## src/rtl/disp_pkg.sv

```systemverilog
// Shared constants, types and helpers for the signed display driver.
// Provides segment patterns, the blank code, the converter state type and pow10.
package disp_pkg;

    localparam logic [6:0] SEG_BLANK = 7'h7F;

    // Active-low segment patterns, bit order gfedcba, for digits 0..9.
    localparam logic [6:0] SEG_LUT [10] = '{
        7'b1000000, 7'b1111001, 7'b0100100, 7'b0110000, 7'b0011001,
        7'b0010010, 7'b0000010, 7'b1111000, 7'b0000000, 7'b0010000
    };

    typedef enum logic [1:0] {
        IDLE,
        CONV,
        COMMIT
    } state_t;

    function automatic logic [6:0] bcd_to_seg(input logic [3:0] nibble);
        if (nibble > 4'd9)
            return SEG_BLANK;
        return SEG_LUT[nibble];
    endfunction

    function automatic logic [63:0] pow10(input int n);
        logic [63:0] p;
        p = 64'd1;
        for (int k = 0; k < n; k++)
            p = p * 64'd10;
        return p;
    endfunction

endpackage

```

## src/rtl/bin2bcd_iter.sv

```systemverilog
// Iterative double-dabble converter, one magnitude bit per clock.
// Ports: clk, rst (sync, high), start, mag in; busy, done (COMMIT cycle), bcd out.
module bin2bcd_iter
    import disp_pkg::*;
#(
    parameter int WIDTH  = 8,
    parameter int DIGITS = 3
) (
    input  logic                  clk,
    input  logic                  rst,
    input  logic                  start,
    input  logic [WIDTH-1:0]      mag,
    output logic                  busy,
    output logic                  done,
    output logic [4*DIGITS-1:0]   bcd
);

    localparam int SW = 4 * DIGITS + WIDTH;
    localparam int CW = $clog2(WIDTH + 1);

    state_t          r_state;
    state_t          w_next;
    logic [SW-1:0]   r_sh;
    logic [SW-1:0]   w_adj;
    logic [CW-1:0]   r_cnt;

    always_ff @(posedge clk) begin
        if (rst)
            r_state <= IDLE;
        else
            r_state <= w_next;
    end

    always_comb begin
        w_next = r_state;
        unique case (r_state)
            IDLE:    if (start) w_next = CONV;
            CONV:    if (r_cnt == CW'(1)) w_next = COMMIT;
            COMMIT:  w_next = IDLE;
            default: w_next = IDLE;
        endcase
    end

    always_comb begin
        busy = (r_state != IDLE);
        done = (r_state == COMMIT);
    end

    // Add-3 correction on every BCD nibble >= 5 before the shift.
    always_comb begin
        w_adj = r_sh;
        for (int d = 0; d < DIGITS; d++) begin
            if (r_sh[WIDTH+4*d +: 4] >= 4'd5)
                w_adj[WIDTH+4*d +: 4] = r_sh[WIDTH+4*d +: 4] + 4'd3;
        end
    end

    always_ff @(posedge clk) begin
        if (rst) begin
            r_sh  <= '0;
            r_cnt <= '0;
        end else begin
            unique case (r_state)
                IDLE: begin
                    if (start) begin
                        r_sh  <= {{(4*DIGITS){1'b0}}, mag};
                        r_cnt <= CW'(WIDTH);
                    end
                end
                CONV: begin
                    r_sh  <= w_adj << 1;
                    r_cnt <= r_cnt - CW'(1);
                end
                default: ;
            endcase
        end
    end

    assign bcd = r_sh[SW-1 -: 4*DIGITS];

endmodule

```

## src/rtl/signed_disp_mux.sv

```systemverilog
// Signed value to multiplexed common-anode 7-segment display driver.
// Ports: clk, rst, value, load in; busy, seg (gfedcba, low), an (low), sig (low = neg) out.
module signed_disp_mux
    import disp_pkg::*;
#(
    parameter int WIDTH    = 8,
    parameter int DIGITS   = 3,
    parameter int SCAN_DIV = 50000
) (
    input  logic              clk,
    input  logic              rst,
    input  logic [WIDTH-1:0]  value,
    input  logic              load,
    output logic              busy,
    output logic [6:0]        seg,
    output logic [DIGITS-1:0] an,
    output logic              sig
);

    localparam int PW = (SCAN_DIV > 1) ? $clog2(SCAN_DIV) : 1;
    localparam int IW = (DIGITS > 1) ? $clog2(DIGITS) : 1;

    if (WIDTH < 2 || WIDTH > 16) begin : g_bad_width
        $error("signed_disp_mux: WIDTH must be 2..16");
    end
    if (pow10(DIGITS) <= (64'd1 << (WIDTH - 1))) begin : g_bad_digits
        $error("signed_disp_mux: DIGITS too small for WIDTH");
    end
    if (SCAN_DIV < 2) begin : g_bad_div
        $error("signed_disp_mux: SCAN_DIV must be >= 2");
    end

    logic                  w_busy;
    logic                  w_done;
    logic                  w_accept;
    logic [WIDTH-1:0]      w_mag;
    logic [4*DIGITS-1:0]   w_bcd;
    logic                  r_neg_pend;
    logic [4*DIGITS-1:0]   r_disp;
    logic                  r_sig;
    logic [PW-1:0]         r_pre;
    logic [IW-1:0]         r_idx;
    logic [DIGITS-1:0]     r_an;
    logic [6:0]            r_seg;
    logic [DIGITS-1:0]     w_lz;
    logic                  w_acc;
    logic [3:0]            w_nib;
    logic                  w_blank;
    logic [6:0]            w_seg_next;

    // The most negative input negates to 2^(WIDTH-1), which still fits unsigned.
    assign w_mag    = value[WIDTH-1] ? (~value + WIDTH'(1)) : value;
    assign w_accept = load & ~w_busy;

    bin2bcd_iter #(
        .WIDTH  (WIDTH),
        .DIGITS (DIGITS)
    ) u_conv (
        .clk   (clk),
        .rst   (rst),
        .start (w_accept),
        .mag   (w_mag),
        .busy  (w_busy),
        .done  (w_done),
        .bcd   (w_bcd)
    );

    always_ff @(posedge clk) begin
        if (rst) begin
            r_neg_pend <= 1'b0;
            r_disp     <= '0;
            r_sig      <= 1'b1;
        end else begin
            if (w_accept)
                r_neg_pend <= value[WIDTH-1];
            if (w_done) begin
                r_disp <= w_bcd;
                r_sig  <= ~r_neg_pend;
            end
        end
    end

    always_ff @(posedge clk) begin
        if (rst) begin
            r_pre <= '0;
            r_idx <= '0;
        end else if (r_pre == PW'(SCAN_DIV - 1)) begin
            r_pre <= '0;
            r_idx <= (r_idx == IW'(DIGITS - 1)) ? '0 : r_idx + IW'(1);
        end else begin
            r_pre <= r_pre + PW'(1);
        end
    end

    // w_lz[i]: nibbles i..DIGITS-1 are all zero.
    always_comb begin
        w_lz  = '0;
        w_acc = 1'b1;
        for (int i = DIGITS - 1; i >= 0; i--) begin
            w_acc   = w_acc & (r_disp[4*i +: 4] == 4'd0);
            w_lz[i] = w_acc;
        end
    end

    always_comb begin
        w_nib      = r_disp[{r_idx, 2'b00} +: 4];
        w_blank    = (r_idx != '0) && w_lz[r_idx];
        w_seg_next = w_blank ? SEG_BLANK : bcd_to_seg(w_nib);
    end

    always_ff @(posedge clk) begin
        if (rst) begin
            r_an  <= '1;
            r_seg <= SEG_BLANK;
        end else begin
            r_an  <= ~(DIGITS'(1) << r_idx);
            r_seg <= w_seg_next;
        end
    end

    assign busy = w_busy;
    assign seg  = r_seg;
    assign an   = r_an;
    assign sig  = r_sig;

endmodule

```

## config.mk

```make
export PLATFORM = sky130hd
export DESIGN_NAME = signed_disp_mux
export DESIGN_NICKNAME = d
export VERILOG_FILES = /design/src/rtl/disp_pkg.sv /design/src/rtl/bin2bcd_iter.sv /design/src/rtl/signed_disp_mux.sv
export SDC_FILE = /design/constraint.sdc
export NUM_CORES = 1
export LEC_CHECK = 0
export ABC_AREA = 1
export BUFFER_PORTS_ARGS = -buffer_cell sky130_fd_sc_hd__buf_2
export CORE_UTILIZATION = 55
export DETAILED_ROUTE_END_ITERATION = 8
export HOLD_SLACK_MARGIN = 0.12
export PLACE_DENSITY = 0.73
export SYNTH_ARGS = -nofsm -noshare
export SYNTH_HDL_FRONTEND = slang
export SYNTH_HIERARCHICAL = 1
export SYNTH_SLANG_ARGS = --single-unit
```

## constraint.sdc

```tcl
create_clock -name clk -period 3.2 [get_ports clk]
set_input_delay 0.32 -clock clk [delete_from_list [all_inputs] [get_ports clk]]
set_output_delay 0.32 -clock clk [all_outputs]
set_load 0.005 [all_outputs]
```

==> flow_summary.yaml <==
status:
  status: "finished, final reports clean"
critical_path:
  cp_num_buf_inv: 2
  master_of_the_slowest_instance_on_the_critical_path: "sky130_fd_sc_hd__dfxtp_1"
  r2r-start: "r_idx[1]$_SDFFE_PP0N_"
  worstSetupEndpointType: "register"
  worstSetupStartpointType: "register"
  critical_path.most_common_cell: "sky130_fd_sc_hd__nor2_1"
  cp_top_family: "simple AND/OR/NAND/NOR gates"
  critPathMaxFanout: 8
  criticalPathCategory: "register to register"
  crit_chain: "inv_2 > nor2_1 > nand2_1 > nand3_1 > inv_1 > ha_1 > nor2_1 > nor2_1 > nor2_2 > nor2_4 > nand2_1"
  startpoint: "r_idx[1]$_SDFFE_PP0N_"
  slowest_delay_ps: 550
  timing.critical_path.required_ps: 3480
  critical_path_arrival_ps: 2140
timing:
  timing.max_slew.rel_slack: 0.620
  final-setup-viol-count: 0
  post-route-worst-setup-slack_ps: 1340
  period_minus_slack_ps: 1860
  fin_tns_setup_ps: 0
  final_min_period_over_clock_period: 0.580
  finalClockSkew_ps: 7.13
  finalHoldViolations: 0
  slew_viol_final: 0
  max_slew.worst_pin.slew_ps: 568
  rsz0062_at_grt: "false"
  fmax_ghz: 0.539
routing:
  drt_pre_antenna_iters: 5
  first_iter_violations: 120
  wire_per_inst_um: 10.7
  viasPerCell: 5.11
  postRouteAntennaNets: 0
  route.vias.total: 2961
  drc_errors: 0
  finalWirelength_mm: 6.20
clock_tree:
  setup_repair_bufs_after_cts: 0
  worst_skew_late_latency_ps: 340
  cts_tree: "built"
  post_cts_hold_buffer_count: 0
  tritoncts.num_buffers: 9
  clock_tree.htree_level_count: 3
  cts_root_buffer: "sky130_fd_sc_hd__clkbuf_8"
  clock_sink_count: 68
  cts.path.max_buffers: 2
  cts.repair.resized: 0
  cts.clk_slew.worst_paths_ps: 70
global_routing:
  grt_antenna_before_repair: 0
  grt_usage: 0.205
  grt_first_pass_wirelength_mm: 10.4
  first_global_vias: 2468
  overflow: 0
  grt_start_max_net_pins: 24
power_and_ir_drop:
  power_per_cell_area_nw_per_um2: 498
  static_leakage_nw: 1.58
  max-vdd-ir-drop_uv: 301
cells_and_area:
  nFillCells: 549
  most_frequent_cells_in_the_layout: "sky130_fd_sc_hd__nand2_1 (106), sky130_fd_sc_hd__nor2_1 (78), sky130_fd_sc_hd__dfxtp_1 (68), sky130_fd_sc_hd__inv_1 (44), sky130_fd_sc_hd__a21oi_1 (35)"
  layout.nets: 525
  finish.utilization: 0.623
  mostFrequentLayoutCell: "sky130_fd_sc_hd__nand2_1"
  post_route_cells_drive_above_1_share: 0.121
  num_antenna_cells: 0
  synth_to_layout_area_growth_pct: 7.46
hold_path:
  timing.hold.worst.class: "primary input to register"
  timing.hold.worst.start: "value[0]"
synthesis:
  syn_inst: 491
  synth_seq_cells: 68
  synth_area_per_cell_sq_um: 7.11
  mappedNetlistArea_sq_um: 3490
  count_of_yosys_warnings_during_synthesis: 6
  synthDistinctLibCells: 33
  syn_nets: 516
  ys_seq_area_frac: 0.390
placement:
  io_buffers: 22
  detailed_placement_hpwl_mm: 4.49
  pre_cts_ws_ps: 1370
  gpl.final_weighted_congestion: 0.837
die:
  fp.dieArea_sq_um: 6670
  die-width_um: 81.7
  ios: 23
  std_cell_rows: 28
  die_h_um: 81.7
  floorplan.initialDensity: 0.579
  placeableCoreArea_sq_um: 6030
flow_run:
  max-cap-violations: 0
## worst min-delay path, delay by kind of cell
| family | cells | cell delay [ps] |
|---|---|---|
| AND/OR/NAND/NOR | 1 | 60 |
| buffers and inverters | 1 | 110 |
| AO/OA/AOI/OAI | 1 | 60 |
## power by group
group,total [mW],switching (mW),internal (mW)
Clock,0.814,0.311,0.503
Sequential,0.896,0.0184,0.878
Combinational,0.158,0.105,0.0533
## kinds of logic (layout without fill, tap and decap cells)
group / after synthesis / count (layout) / synth area share
compound gates: 73 / 73 / 0.111
buf+inv: 79 / 93 / 0.112
fa+ha+maj: 14 / 14 / 0.0502
flops: 68 / 68 / 0.390
simple gates: 247 / 247 / 0.312
xor+xnor: 10 / 10 / 0.0251
## per-layer routing
layer / share of wire / wire, um / track usage / vias up
li1: - / - / - / 1580
met1: 0.47 / 2940 / 0.253 / 1298
met2: 0.46 / 2870 / 0.342 / 74
met3: 0.046 / 286 / 0.0433 / 9
met4: 0.017 / 104 / 0.0947 / 0
met5: 0 / 0 / 0 / -
## sequential cells by signal, summed over array words and instances (netlist names)
name,flops
r_disp,12
seg,7
u_conv/r_sh,20
r_neg_pend,1
an,3
r_pre,16
u_conv/r_state,2
u_conv/r_cnt,4
r_idx,2
sig,1
## synth_stat cells
library cell                 n  area [sq um]
sky130_fd_sc_hd__nor3_1      2          10.0
sky130_fd_sc_hd__nand3_2     3          30.0
sky130_fd_sc_hd__nor2_1     78           293
sky130_fd_sc_hd__or2_0       1          6.26
sky130_fd_sc_hd__o21ai_1     5          25.0
sky130_fd_sc_hd__inv_2       7          26.3
sky130_fd_sc_hd__dfxtp_1    68          1360
sky130_fd_sc_hd__ha_1       14           175
sky130_fd_sc_hd__nand3_1    33           165
sky130_fd_sc_hd__nor4_1      1          6.26
sky130_fd_sc_hd__clkinv_1    3          11.3
sky130_fd_sc_hd__xor2_1      8          70.1
sky130_fd_sc_hd__a22oi_1     5          37.5
sky130_fd_sc_hd__nand2_1   106           398
sky130_fd_sc_hd__nor2_2      3          18.8
sky130_fd_sc_hd__or2_1       1          6.26
sky130_fd_sc_hd__buf_1       1          3.75
sky130_fd_sc_hd__inv_1      44           165
sky130_fd_sc_hd__nor3_2      1          10.0
sky130_fd_sc_hd__nand2_2     3          18.8
sky130_fd_sc_hd__buf_4      14           105
sky130_fd_sc_hd__o211ai_1    3          22.5
sky130_fd_sc_hd__nand2_4     2          22.5
sky130_fd_sc_hd__nand3b_1    2          15.0
sky130_fd_sc_hd__nand4_1     7          43.8
sky130_fd_sc_hd__nor2_4      4          45.0
sky130_fd_sc_hd__o21ai_0    24           120
sky130_fd_sc_hd__a21oi_1    35           175
sky130_fd_sc_hd__clkbuf_1    4          15.0
sky130_fd_sc_hd__a31oi_1     1          6.26
sky130_fd_sc_hd__inv_6       1          8.76
sky130_fd_sc_hd__xnor2_1     2          17.5
sky130_fd_sc_hd__buf_6       5          56.3
## metrics by stage
stage	hold WS (ps)	area (sq um)	power (mW)	instances
after floorplan	406	3490	1.04	491
after global placement	418	3510	1.07	564
after detailed placement	437	3510	1.07	564
after CTS	255	3750	1.89	580
after global routing	260	3750	1.94	580
final	267	3750	1.87	580
## path summary, 6_finish.rpt
kind	to	slack, ps	cells after the start
max	seg[6]$_SDFF_PP1_	1340	11
min	u_conv/r_sh[0]$_SDFFE_PP0P_	270	3
max reg2reg	seg[6]$_SDFF_PP1_	1340	11
min reg2reg	sig$_SDFFE_PP1P_	440	1
## layout make-up
cell class,instances,area (sq um),area share
flip-flops and latches,68,1360,0.363
clock inverters,3,67.6,0.0180
multi-input cells,344,1740,0.463
repair buffers,22,110,0.0294
inverters,55,211,0.0564
well taps,75,93.8,0.0250
clock buffers,13,169,0.0450
Note: power is estimated with default switching activity, not from simulation.
